`src/rtl/board_port_arbiter.sv`:
```
// Port-1 sequencer for board_mem: arbitrates requesters A/B and runs a full-board clear sweep.
// Optional macro BOARD_ARB_FIXED_PRIO_EN: requester A always wins simultaneous requests.
module board_port_arbiter #(
    parameter int DATA_WIDTH   = 2,
    parameter int X_ADDR_WIDTH = 4,
    parameter int Y_ADDR_WIDTH = 4,
    parameter int X_SIZE       = 12,
    parameter int Y_SIZE       = 12,
    parameter int RD_LATENCY   = 1,
    parameter logic [DATA_WIDTH-1:0] CLR_VALUE = '0
) (
    input  logic                                 clk,
    input  logic                                 rst,
    input  logic                                 clr_start,
    output logic                                 clr_busy,
    output logic                                 clr_done,
    input  logic                                 a_req,
    input  logic                                 a_w_nr,
    input  logic [X_ADDR_WIDTH+Y_ADDR_WIDTH-1:0] a_addr,
    input  logic [DATA_WIDTH-1:0]                a_wdata,
    output logic                                 a_gnt,
    output logic [DATA_WIDTH-1:0]                a_rdata,
    output logic                                 a_done,
    input  logic                                 b_req,
    input  logic                                 b_w_nr,
    input  logic [X_ADDR_WIDTH+Y_ADDR_WIDTH-1:0] b_addr,
    input  logic [DATA_WIDTH-1:0]                b_wdata,
    output logic                                 b_gnt,
    output logic [DATA_WIDTH-1:0]                b_rdata,
    output logic                                 b_done,
    output logic [X_ADDR_WIDTH+Y_ADDR_WIDTH-1:0] mem_addr,
    output logic [DATA_WIDTH-1:0]                mem_wdata,
    output logic                                 mem_w_nr,
    input  logic [DATA_WIDTH-1:0]                mem_rdata
);

    typedef enum logic [2:0] {IDLE, CLEAR, ACCESS, RD_WAIT, DONE} state_t;

    state_t                  state;
    logic [X_ADDR_WIDTH-1:0] clr_x;
    logic [Y_ADDR_WIDTH-1:0] clr_y;
    logic [X_ADDR_WIDTH-1:0] nxt_x;
    logic [Y_ADDR_WIDTH-1:0] nxt_y;
    logic                    clr_last;
    logic                    owner;     // 0 = A, 1 = B
    logic                    acc_w_nr;
    logic [1:0]              rd_cnt;
    logic                    pick_b;
    logic                    can_grant;

    // Sweep walks x fastest; the carry into y happens on the last valid column.
    always_comb begin
        nxt_x    = clr_x + 1'b1;
        nxt_y    = clr_y;
        clr_last = 1'b0;
        if (clr_x == X_ADDR_WIDTH'(X_SIZE - 1)) begin
            nxt_x    = '0;
            nxt_y    = clr_y + 1'b1;
            clr_last = (clr_y == Y_ADDR_WIDTH'(Y_SIZE - 1));
        end
    end

`ifdef BOARD_ARB_FIXED_PRIO_EN
    always_comb pick_b = b_req & ~a_req;
`else
    logic rr_ptr;   // 0 = A has priority on a tie, 1 = B
    always_comb pick_b = b_req & (~a_req | rr_ptr);
`endif

    // The cycle that carries a done pulse still sees the finished requester's req high.
    always_comb can_grant = (a_req | b_req) & ~(a_done | b_done);

    always_ff @(posedge clk or posedge rst) begin
        if (rst) begin
            state     <= IDLE;
            clr_x     <= '0;
            clr_y     <= '0;
            owner     <= 1'b0;
            acc_w_nr  <= 1'b0;
            rd_cnt    <= '0;
            clr_busy  <= 1'b0;
            clr_done  <= 1'b0;
            a_gnt     <= 1'b0;
            a_rdata   <= '0;
            a_done    <= 1'b0;
            b_gnt     <= 1'b0;
            b_rdata   <= '0;
            b_done    <= 1'b0;
            mem_addr  <= '0;
            mem_wdata <= '0;
            mem_w_nr  <= 1'b0;
`ifndef BOARD_ARB_FIXED_PRIO_EN
            rr_ptr    <= 1'b0;
`endif
        end else begin
            clr_done <= 1'b0;
            a_done   <= 1'b0;
            b_done   <= 1'b0;
            case (state)
                IDLE: begin
                    if (clr_start) begin
                        state     <= CLEAR;
                        clr_busy  <= 1'b1;
                        clr_x     <= '0;
                        clr_y     <= '0;
                        mem_addr  <= '0;
                        mem_wdata <= CLR_VALUE;
                        mem_w_nr  <= 1'b1;
                    end else if (can_grant) begin
                        state    <= ACCESS;
                        owner    <= pick_b;
                        a_gnt    <= ~pick_b;
                        b_gnt    <= pick_b;
                        if (pick_b) begin
                            mem_addr  <= b_addr;
                            mem_wdata <= b_wdata;
                            mem_w_nr  <= b_w_nr;
                            acc_w_nr  <= b_w_nr;
                        end else begin
                            mem_addr  <= a_addr;
                            mem_wdata <= a_wdata;
                            mem_w_nr  <= a_w_nr;
                            acc_w_nr  <= a_w_nr;
                        end
                    end
                end
                CLEAR: begin
                    if (clr_last) begin
                        state    <= IDLE;
                        clr_busy <= 1'b0;
                        clr_done <= 1'b1;
                        mem_w_nr <= 1'b0;
                    end else begin
                        clr_x    <= nxt_x;
                        clr_y    <= nxt_y;
                        mem_addr <= {nxt_y, nxt_x};
                    end
                end
                ACCESS: begin
                    mem_w_nr <= 1'b0;
                    rd_cnt   <= '0;
                    state    <= acc_w_nr ? DONE : RD_WAIT;
                end
                RD_WAIT: begin
                    if (rd_cnt == 2'(RD_LATENCY - 1)) begin
                        if (owner) b_rdata <= mem_rdata;
                        else       a_rdata <= mem_rdata;
                        state <= DONE;
                    end else begin
                        rd_cnt <= rd_cnt + 1'b1;
                    end
                end
                DONE: begin
                    a_done <= ~owner;
                    b_done <= owner;
                    a_gnt  <= 1'b0;
                    b_gnt  <= 1'b0;
                    state  <= IDLE;
`ifndef BOARD_ARB_FIXED_PRIO_EN
                    rr_ptr <= ~owner;
`endif
                end
                default: state <= IDLE;
            endcase
        end
    end

endmodule
```
`config.mk`:
```
export PLATFORM = sky130hd
export DESIGN_NAME = board_port_arbiter
export DESIGN_NICKNAME = d
export VERILOG_FILES = /design/src/rtl/board_port_arbiter.sv
export SDC_FILE = /design/constraint.sdc
export NUM_CORES = 1
export LEC_CHECK = 0
export CAP_MARGIN = 40
export CORE_MARGIN = 8
export CORE_UTILIZATION = 45
export DETAILED_ROUTE_END_ITERATION = 10
export MAX_ROUTING_LAYER = met4
export PLACE_DENSITY = 0.85
export SLEW_MARGIN = 20
export SYNTH_ARGS = -nofsm -noshare
export SYNTH_HDL_FRONTEND = slang
export SYNTH_SLANG_ARGS = --single-unit
export TNS_END_PERCENT = 30
```
`constraint.sdc`:
```
create_clock -name clk -period 2.8 [get_ports clk]
set_input_delay 0.56 -clock clk [delete_from_list [all_inputs] [get_ports clk]]
set_output_delay 0.56 -clock clk [all_outputs]
set_load 0.02 [all_outputs]
```
# After elaboration in Yosys (flattened, before gate mapping)
# Index checks and enable logic that the tools add are counted.
[word_totals] reg_bits=37 output_inout_bits=21 elab_cells=104
[classes] add_sub_neg=3 eq_ne=14 n_mux=41 n_bitwise=10 reduce_logical=18
[op_table] operator="8-bit two-way mux" count=4
[op_table] operator="3-bit AND reduction" count=9
[op_table] operator="4-bit two-way mux" count=5
[op_table] operator="4-bit case mux with 2 select lines" count=2
[op_table] operator="8-bit case mux with 2 select lines" count=1
[op_table] operator="3-bit two-way mux" count=5
[op_table] operator="1-bit two-way mux" count=14
[op_table] operator="2-bit != test, second input constant" count=7
[op_table] operator="3-bit case mux with 4 select lines" count=1
[op_table] operator="4-bit by 1-bit adder with 4-bit output, second input constant" count=2
[op_table] operator="4-bit == test, second input constant" count=2
[op_table] operator="2-bit two-way mux" count=4
[op_table] operator="2-bit nonzero test" count=4
[op_table] operator="3-bit by 2-bit == test with 1-bit output, second input constant" count=2
[op_table] operator="1-bit case mux with 2 select lines" count=3
[op_table] operator="1-bit NOT" count=5
[op_table] operator="2-bit case mux with 2 select lines" count=1
[op_table] operator="2-bit AND reduction" count=2
[op_table] operator="3-bit by 1-bit == test with 1-bit output, second input constant" count=1
[op_table] operator="3-bit == test, second input constant" count=1
[op_table] operator="3-bit logical NOT" count=1
[op_table] operator="3-bit != test, second input constant" count=1
[op_table] operator="1-bit OR" count=3
[op_table] operator="1-bit case mux with 3 select lines" count=1
[op_table] operator="other kinds (4)" count=5

# Logic depth before layout (Yosys ltp)
# Gate-level depths: netlist of the first run.
[depth] ltp_word=7 ltp_mapped=7

# Worst setup path after synthesis of the first run
# Ideal clock, no wire load.
[synth_timing] kind="input-to-reg" startpoint="in a_req" endpoint="reg mem_addr[0]" setup_ps=82 arrival_ps=1649 t_required_ps=2718 setup_slack_ps=1069 stages=6 n_path_buf=2 cell_sequence="or2_1 -> a211o_1 -> buf_2 -> and2_1 -> buf_2 -> a31oi_1"
[synth_via] elab_chain_len=7
[synth_rtl] element="start, declared" line_no="17" text="input logic a_req,"
[synth_rtl] element="1-bit NOT" line_no="67" text="always_comb pick_b = b_req & (~a_req | rr_ptr);"
[synth_rtl] element="1-bit OR" line_no="67"
[synth_rtl] element="1-bit AND" line_no="67"
[synth_rtl] element="8-bit two-way mux" line_no="114" text="if (pick_b) begin"
[synth_rtl] element="8-bit two-way mux" line_no="109" text="end else if (can_grant) begin"
[synth_rtl] element="8-bit two-way mux" line_no="101" text="if (clr_start) begin"
[synth_rtl] element="8-bit case mux with 2 select lines" line_no="99" text="case (state)"
[synth_rtl] element="end signal, assigned" line_no="115" text="mem_addr <= b_addr;"
[synth_rtl] element="end signal, assigned" line_no="120" text="mem_addr <= a_addr;"
[synth_rtl] element="end signal, assigned" line_no="136" text="mem_addr <= {nxt_y, nxt_x};"
[synth_rtl] element="end, declared" line_no="31" text="output logic [X_ADDR_WIDTH+Y_ADDR_WIDTH-1:0] mem_addr,"
# Several ways; a longest one is shown, not always the timed one. The select of a mux whose other input is x is not followed.
# A chain may end at the register's enable or synchronous reset.

# Worst setup path in the final report of the first run
[layout_timing] startpoint="in a_req" endpoint="reg mem_addr[5]"
# The elaborated chain is that of the path after synthesis.

==> run_results.csv, run 1 <==
group,metric,value,unit
sta,setup_viol,0,
clock_network,cts_sinks,37,
worst_setup_path,reg2reg_from,"clr_x[0]",
worst_setup_path,worstPathCellList,"clkdlybuf4s50_1 -> or2_1 -> a211o_1 -> and2_1 -> a31oi_1",
sta,finClkSkew,0.00807,ns
floorplanning,die_area,6890,um2
worst_hold_path,hold_end,"mem_wdata[1]",
clock_network,cts_root_buf,"clkbuf_8",
pwr,power.leakage,1.17,nW
clock_network,cts_buffer_depth,2,
worst_setup_path,cp.arrival,2.20,ns
worst_setup_path,reg2reg_to,"clr_y[2]",
worst_setup_path,cp_slowest_stage_delay,0.44,ns
clock_network,htreeDepth,2,
worst_setup_path,path_depth,5,
yosys,synth.avg_cell_area,9.57,um2
sta,period_minus_slack,1.99,ns
sta,worst-slew-pin-transition,0.625,ns
pwr,power_density,931,nW/um2
yosys,ys.flop_type,"dfrtp_1",
sta,slew_headroom,0.583,
floorplanning,core_area,4350,um2
sta,timing.fmax,502,MHz
worst_setup_path,slowest_stage,"clkdlybuf4s50_1",
worst_setup_path,worstSetupStartpointType,"input pin",
yosys,synth_area,2020,um2
worst_setup_path,end_kind,"flop",
yosys,synth-xor-area-share,0.0130,
floorplanning,core.rowCount,24,
worst_setup_path,path_buf_inv,1,
clock_network,cts_made_buffers,5,
clock_network,clk_pin_slew,0.08,ns
global_routing,antenna_found_initial,0,
worst_setup_path,path_delay_family,"compound AO/OA/AOI/OAI gates",
yosys,synth_fa_ha_area_frac,0.0186,
worst_setup_path,reg2reg_slack,0.87,ns
yosys,netlist_instances,211,
final_layout,num-nets-final,292,
placed_design,gp_congestion,0.851,
sta,slew_viol_final,0,
clock_network,ctsResizeCount,0,
worst_hold_path,min-delay-start,"mem_wdata[1]",
global_routing,grt_pass1_wl,8640,um
yosys,synth-compound-area-share,0.235,
yosys,ys_ff_latch,37,
global_routing,grt_pass1_vias,1805,
floorplanning,num_io_pins,50,
worst_hold_path,holdCritPathClass,"reg -> reg",
clock_network,ctsHoldBuffers,0,
final_layout,final_layout_size_suffix_gt1_frac,0.0920,
clock_network,cts_tree,"yes",
final_layout,fillCellCount,376,
pwr,power,2.45,mW
sta,period_share,0.711,
global_routing,grt_max_degree,38,
floorplanning,start_util,0.464,
worst_setup_path,crit_type,"in -> reg",
pwr,peakVddDrop,0.518,mV
worst_hold_path,whs_path_depth,1,
detailed_routing,drt_iter0_drc,107,
global_routing,grt_use_total,0.153,
clock_network,clk_latency,0.29,ns
yosys,syn_nets,243,
placed_design,hpwl,3810,um
detailed_routing,drt-wirelength-per-cell,16.5,um
detailed_routing,drc,0,
yosys,synth_top_family_by_area,"compound AO/OA/AOI/OAI gates",
worst_setup_path,reg2regPathDepth,5,
detailed_routing,vias,1828,
placed_design,io_buffers,49,
yosys,muxShareOfSynthArea,0.0428,
detailed_routing,wirelength,5170,um
sta,tns,0,ns
clock_network,cts_setup_buffers,0,
final_layout,antenna-diode-count,0,
detailed_routing,viasPerCell,5.84,
detailed_routing,first_pass_iters,4,
worst_setup_path,cp.required,3.01,ns
yosys,synth.distinct_cells,49,
detailed_routing,postRouteAntennaNets,0,
worst_setup_path,cp_max_fo,9,
floorplanning,die_w,83.0,um
global_routing,grt-ovfl-total,0,
flow_run,cap_violations,0,
yosys,synth_warnings,0,
sta,finalHoldViolCount,0,
yosys,synthSimpleGateAreaFrac,0.198,
status,status,"complete, no violations",
floorplanning,die_h,83.0,um
final_layout,area_delta_synth_final,30.4,%
sta,rsz0062_at_grt,"false",
yosys,async_flop_share,1.00,
yosys,synth_edf_count,0,
yosys,yosysSeqAreaShare,0.458,
-- synth_stat cells, types with 3 or more instances --
cell / number / area [um2]
ha_1: 3 / 37.5
nand3_1: 3 / 15.0
nand2_1: 20 / 75.1
buf_2: 4 / 20.0
o2bb2ai_1: 3 / 26.3
nor3_1: 4 / 20.0
nand2b_1: 3 / 18.8
a21boi_0: 8 / 60.1
mux2_2: 5 / 56.3
and3_1: 10 / 62.6
inv_1: 8 / 30.0
or2_2: 3 / 18.8
o21ai_0: 19 / 95.1
o211ai_1: 3 / 22.5
mux2i_1: 3 / 30.0
nor2_1: 9 / 33.8
dfrtp_1: 37 / 926
clkbuf_1: 5 / 18.8
a21oi_1: 17 / 85.1
a31oi_1: 8 / 50.1
-- per-stage QoR --
| stage | utilization | setup slack (ns) | hold slack, ns | area (um2) | std cells |
|---|---|---|---|---|---|
| finish | 0.605 | 0.809 | 0.500 | 2630 | 313 |
| global route | 0.605 | 0.695 | 0.539 | 2630 | 313 |
| CTS | 0.605 | 0.834 | 0.510 | 2630 | 313 |
| detailed placement | 0.586 | 0.537 | 0.487 | 2550 | 305 |
| global placement | 0.586 | 0.604 | 0.478 | 2550 | 305 |
| floorplan | - | 1.07 | 0.456 | 2020 | 211 |
-- worst max path at each step --
stage,from,end,slack [ns]
after global routing,clr_x[0],clr_y[2],0.69
after global placement,a_req,mem_addr[3],0.60
after CTS,a_req,mem_addr[5],0.83
final,a_req,mem_addr[5],0.81
after detailed placement,a_req,mem_addr[5],0.54
after floorplan,a_req,mem_addr[0],1.07
-- placed cells by master (no fill, tap or decap), types with 2 or more instances in the layout --
master and n:
a21boi_0 8, a21o_1 2, a21oi_1 17, a31oi_1 8, and2_1 2, and3_1 10, buf_4 2, clkbuf_8 5
clkdlybuf4s50_1 49, clkinv_2 2, dfrtp_1 37, ha_1 3, inv_1 8, mux2_2 5, mux2i_1 3, nand2_1 20
nand2b_1 3, nand3_1 3, nand4_1 2, nor2_1 9, nor2b_1 2, nor3_1 4, nor3b_1 2, o211ai_1 3
o21ai_0 19, o2bb2ai_1 3, o31ai_1 2, or2_2 3, xnor2_1 2
-- cell type report --
type                    instances  area, um2  share of cell area
clock buffers                   6       72.6              0.0276
well taps                      52       65.1              0.0247
multi-input cells             157       1020               0.389
repair buffers                 51        505               0.192
inverters                       8       30.0              0.0114
flip-flops and latches         37        926               0.352
clock inverters                 2       10.0             0.00380
-- flip-flops by register name, indices dropped and copies added, names as in the netlist --
register / flops
a_done: 1
a_gnt: 1
a_rdata: 2
acc_w_nr: 1
b_done: 1
b_gnt: 1
b_rdata: 2
clr_busy: 1
clr_done: 1
clr_x: 4
clr_y: 4
mem_addr: 8
mem_w_nr: 1
mem_wdata: 2
owner: 1
rd_cnt: 2
rr_ptr: 1
state: 3
-- logic make-up after synthesis --
family          Yosys count
buf+inv                  17
xor+xnor                  3
compound gates           73
flops                    37
simple gates             70
mux                       8
fa+ha+maj                 3
-- routing by layer --
layer  global-route usage  vias up  routed length (um)
met1                0.182      862                2280
li1                     -      871                   -
met5                    -        -                   0
met4               0.0527        0                  82
met2                0.238       86                2400
met3               0.0488        9                 407
-- report_power, final --
part / leakage (nW) / total (mW) / internal, mW / switching [mW]
clock network: 0.0450 / 0.360 / 0.172 / 0.187
registers: 0.469 / 0.901 / 0.718 / 0.183
logic: 0.657 / 1.19 / 0.546 / 0.646
total: 1.17 / 2.45 / 1.44 / 1.02
Note: power is estimated with default switching activity, not from simulation.
==> inputs of run 2 (changes only) <==
==> constraint.sdc (replaced) <==
create_clock -name clk -period 1.87 [get_ports clk]
set_input_delay 0.374 -clock clk [delete_from_list [all_inputs] [get_ports clk]]
set_output_delay 0.374 -clock clk [all_outputs]
set_load 0.02 [all_outputs]
==> run_results.csv, run 2 (synthesis results as in run 1) <==
group,metric,value,unit
pwr,power_density,1470,nW/um2
sta,period_minus_slack,1.75,ns
sta,tns,0,ns
final_layout,final_util,0.655,
worst_setup_path,cp_slowest_stage_delay,0.43,ns
final_layout,fillCellCount,335,
sta,period_share,0.938,
placed_design,gp_congestion,0.847,
detailed_routing,viasPerCell,5.66,
detailed_routing,first_pass_iters,4,
worst_setup_path,crit_type,"reg -> reg",
clock_network,cts_root_buf,"clkbuf_8",
clock_network,cts_setup_buffers,0,
sta,worst_hold_slack,0.493,ns
worst_setup_path,cp.required,2.02,ns
sta,slew_headroom,0.684,
final_layout,stdcell_count,332,
floorplanning,die_area,6890,um2
floorplanning,die_h,83.0,um
final_layout,top_regs,"mem_addr: 8 flops, clr_x: 4 flops, clr_y: 4 flops",
detailed_routing,drt_iter0_drc,73,
global_routing,grt_max_degree,38,
sta,setup_viol,0,
floorplanning,core.rowCount,24,
final_layout,largest-register,"mem_addr",
final_layout,final_layout_size_suffix_gt1_frac,0.157,
worst_setup_path,path_buf_inv,1,
detailed_routing,drc,0,
floorplanning,start_util,0.464,
global_routing,grt_pass1_wl,9130,um
worst_setup_path,worstPathCellList,"buf_4 -> nor2_1 -> o31a_1 -> and2_1 -> a41oi_2",
floorplanning,num_io_pins,50,
clock_network,cts_buffer_depth,2,
floorplanning,core_area,4350,um2
worst_setup_path,path_delay_family,"simple AND/OR/NAND/NOR gates",
detailed_routing,drt-wirelength-per-cell,16.3,um
status,status,"complete, no violations",
worst_hold_path,holdCritPathClass,"in -> async",
detailed_routing,postRouteAntennaNets,0,
clock_network,htreeDepth,2,
clock_network,clk_pin_slew,0.08,ns
sta,timing.fmax,570,MHz
detailed_routing,wirelength,5430,um
placed_design,io_buffers,49,
global_routing,antenna_found_initial,0,
global_routing,grt-ovfl-total,0,
worst_setup_path,worstSetupStartpointType,"flop",
placed_design,hpwl,3990,um
worst_setup_path,end_kind,"flop",
placed_design,placed_cells,324,
worst_setup_path,slowest_stage,"dfrtp_1",
clock_network,cts_sinks,37,
final_layout,num-nets-final,311,
global_routing,grt_pass1_vias,1849,
final_layout,final_common_cell,"clkdlybuf4s50_1",
sta,rsz0062_at_grt,"false",
final_layout,largest_reg_flops,8,
global_routing,grt_use_total,0.161,
sta,slew_viol_final,0,
worst_setup_path,cp_max_fo,8,
worst_setup_path,cp.arrival,1.91,ns
clock_network,ctsHoldBuffers,0,
sta,finalHoldViolCount,0,
clock_network,clk_latency,0.29,ns
placed_design,dpl_worst_slack,-0.112,ns
pwr,power.leakage,1.31,nW
floorplanning,die_w,83.0,um
detailed_routing,vias,1878,
final_layout,antenna-diode-count,0,
final_layout,layout_common_cells,"49 x clkdlybuf4s50_1, 37 x dfrtp_1, 20 x nand2_1, 20 x buf_4, 19 x o21ai_0",
clock_network,cts_made_buffers,5,
sta,fin_ws,0.115,ns
sta,finClkSkew,0.00954,ns
final_layout,area_delta_synth_final,41.3,%
pwr,peakVddDrop,0.844,mV
clock_network,cts_tree,"yes",
sta,worst-slew-pin-transition,0.474,ns
flow_run,cap_violations,0,
[run 2: cell count changes in the layout (fill, tap and decap cells not counted), sizes merged]
cell    delta
buf       +19
bufinv     +2
clkbuf     -1
clkinv     -2
inv        +1
[run 2: through the flow]
| stage | power (mW) | instance area (um2) |
|---|---|---|
| 2_1_floorplan | 2.47 | 2020 |
| 3_3_place_gp | 3.27 | 2710 |
| 3_5_place_dp | 3.33 | 2710 |
| 4_1_cts | 4.20 | 2840 |
| 5_1_grt | 4.48 | 2850 |
| 6_report | 4.20 | 2850 |
[run 2: layout make-up]
class                           instances  area (um2)  share of cell area
Clock buffer                            5        68.8              0.0241
Clock inverter                          3        68.8              0.0241
Inverter                                8        30.0              0.0105
Multi-Input combinational cell        157        1030               0.363
Sequential cell                        37         926               0.324
Tap cell                               52        65.1              0.0228
Timing Repair Buffer                   70         661               0.231
[run 2: worst register-to-register path: stages (launching register included)]
cell	delay, ns
dfrtp_1	0.43
buf_4	0.18
nor2_1	0.25
o31a_1	0.27
and2_1	0.34
a41oi_2	0.15
[run 2: path summary, 6_finish.rpt]
path | end | cells past startpoint | start | slack (ns)
worst min register to register | mem_wdata[1] | 1 | mem_wdata[1] | 0.49
worst max register to register | mem_addr[7] | 5 | state[2] | 0.12
max in group asynchronous | b_gnt | 3 | rst | 1.04
worst min-delay path | state[2] | 3 | rst | 0.49
min in group clk | mem_wdata[1] | 1 | mem_wdata[1] | 0.49
worst max-delay path | mem_addr[7] | 5 | state[2] | 0.12
[run 2: repair_timing]
action,CTS,global route
hold endpoints to repair,0,0
setup endpoints to repair,0,1
resized for setup,0,1
[run 2: report_power, final]
part / leakage (nW) / switching (mW) / internal, mW
logic: 0.767 / 1.11 / 0.977
clock network: 0.0687 / 0.299 / 0.537
registers: 0.469 / 0.200 / 1.08
[run 2: metal layers]
layer | global-route usage | share of wire | up-vias
li1 | - | - | 911
met2 | 0.254 | 0.48 | 72
met5 | - | 0 | -
met3 | 0.0420 | 0.053 | 6
met1 | 0.202 | 0.46 | 889
met4 | 0.0351 | 0.0081 | 0
==> inputs of run 3 (changes only) <==
--- a/config.mk
+++ b/config.mk
@@ -6,9 +6,10 @@
 export NUM_CORES = 1
 export LEC_CHECK = 0
 export CAP_MARGIN = 40
-export CORE_MARGIN = 8
+export CORE_MARGIN = 3
 export CORE_UTILIZATION = 45
 export DETAILED_ROUTE_END_ITERATION = 10
+export HOLD_SLACK_MARGIN = 0.03
 export MAX_ROUTING_LAYER = met4
 export PLACE_DENSITY = 0.85
 export SLEW_MARGIN = 20
==> run_results.csv, run 3 (synthesis results as in run 1) <==
group,metric,value,unit
status,status,"complete, no violations",
detailed_routing,vias,1882,
floorplanning,die_area,5330,um2
global_routing,antenna_found_initial,0,
clock_network,cts_sinks,37,
pwr,power_density,1440,nW/um2
sta,rsz0062_at_grt,"false",
placed_design,dpl_worst_slack,-0.0886,ns
clock_network,cts_tree,"yes",
worst_hold_path,holdCritPathClass,"in -> async",
worst_setup_path,cp-endpoint,"mem_w_nr",
final_layout,num-nets-final,311,
sta,finalHoldViolCount,0,
worst_setup_path,reg2reg_from,"clr_y[1]",
worst_setup_path,worstPathCellList,"ha_1 -> nand3b_1 -> or2_2 -> o21a_1 -> o32a_1",
placed_design,hpwl,3960,um
clock_network,clk_latency,0.29,ns
global_routing,grt-ovfl-total,0,
pwr,power.leakage,1.29,nW
worst_setup_path,reg2reg_slack,0.14,ns
detailed_routing,drt-wirelength-per-cell,16.0,um
sta,slew_viol_final,0,
clock_network,cts_setup_buffers,0,
sta,worst_hold_slack,0.476,ns
detailed_routing,first_pass_iters,4,
worst_setup_path,cp_max_fo,4,
global_routing,grt_use_total,0.220,
worst_setup_path,end_kind,"flop",
global_routing,grt_max_degree,38,
sta,slew_headroom,0.654,
floorplanning,die_h,73.0,um
sta,fin_ws,0.140,ns
sta,setup_viol,0,
detailed_routing,viasPerCell,5.70,
final_layout,area_delta_synth_final,40.3,%
final_layout,largest_reg_flops,8,
clock_network,cts_root_buf,"clkbuf_8",
worst_setup_path,crit_type,"reg -> reg",
worst_setup_path,reg2regPathDepth,5,
worst_setup_path,cp_slowest_stage_delay,0.39,ns
pwr,peakVddDrop,0.807,mV
floorplanning,core_area,4170,um2
detailed_routing,wirelength,5290,um
clock_network,cts_buffer_depth,2,
sta,tns,0,ns
worst_setup_path,cp.arrival,1.91,ns
sta,period_share,0.925,
global_routing,grt_pass1_vias,1898,
placed_design,io_buffers,49,
flow_run,cap_violations,0,
worst_setup_path,reg2reg_to,"mem_w_nr",
sta,timing.fmax,578,MHz
placed_design,gp_congestion,0.835,
worst_setup_path,worstSetupStartpointType,"flop",
sta,worst-slew-pin-transition,0.515,ns
worst_setup_path,startpoint,"clr_y[1]",
pwr,power,4.08,mW
clock_network,cts_made_buffers,5,
sta,period_minus_slack,1.73,ns
floorplanning,die_w,73.0,um
final_layout,final_layout_size_suffix_gt1_frac,0.157,
final_layout,layout_common_cells,"49 x clkdlybuf4s50_1, 37 x dfrtp_1, 20 x nand2_1, 20 x buf_4, 19 x o21ai_0",
final_layout,antenna-diode-count,0,
final_layout,final_common_cell,"clkdlybuf4s50_1",
clock_network,clk_pin_slew,0.08,ns
sta,finClkSkew,0.00607,ns
worst_setup_path,slowest_stage,"dfrtp_1",
final_layout,top_regs,"mem_addr: 8 flops, clr_x: 4 flops, clr_y: 4 flops",
floorplanning,core.rowCount,23,
clock_network,htreeDepth,2,
global_routing,grt_pass1_wl,8760,um
detailed_routing,postRouteAntennaNets,0,
detailed_routing,drt_iter0_drc,71,
worst_setup_path,cp.required,2.05,ns
detailed_routing,drc,0,
final_layout,largest-register,"mem_addr",
floorplanning,num_io_pins,50,
floorplanning,start_util,0.484,
[run 3: power by group]
group | total (mW) | switching, mW | leakage, nW | internal, mW
clock | 0.721 | 0.287 | 0.0574 | 0.433
sequential | 1.31 | 0.236 | 0.469 | 1.08
combinational | 2.05 | 1.08 | 0.766 | 0.974
total | 4.08 | 1.60 | 1.29 | 2.48
[run 3: timing repair]
action,CTS,global route
hold buffers,0,0
setup endpoints to repair,0,2
gates resized for setup,0,1
[run 3: worst max-delay path, delay by kind of cell, from the launching register on]
family	cells	cell delay, ns
AO/OA/AOI/OAI	2	0.45
flip-flops	1	0.39
AND/OR/NAND/NOR	2	0.55
adder cells (fa/ha/maj)	1	0.23
[run 3: worst min path at each step]
stage	start	cells after the start	slack [ns]	to
after floorplan	owner	1	0.46	a_done
after global placement	mem_wdata[1]	1	0.48	mem_wdata[1]
after detailed placement	mem_wdata[1]	1	0.49	mem_wdata[1]
after CTS	rst	3	0.49	rd_cnt[0]
after global routing	a_gnt	1	0.53	a_gnt
final	rst	3	0.48	rd_cnt[0]
[run 3: routing by layer]
layer  up-vias  wire length [um]  track usage
li1        909                 -            -
met1       879              2340        0.267
met2        79              2500        0.357
met3        15               290       0.0455
met4         0               150       0.0881
met5         -                 0            -
[run 3: cell type report]
cell class,count,area (um2)
fill,308,1340
multi-input combinational,157,1030
sequential,37,926
timing repair buffer,70,661
clock buffer,6,82.6
tap,50,62.6
clock inverter,2,37.5
inverter,8,30.0
[run 3: metrics by stage]
step | cells | area [um2] | util
6_report | 330 | 2830 | 0.679
5_1_grt | 330 | 2830 | 0.679
4_1_cts | 330 | 2820 | 0.677
3_5_place_dp | 322 | 2700 | 0.648
3_3_place_gp | 322 | 2700 | 0.648
2_1_floorplan | 211 | 2020 | -
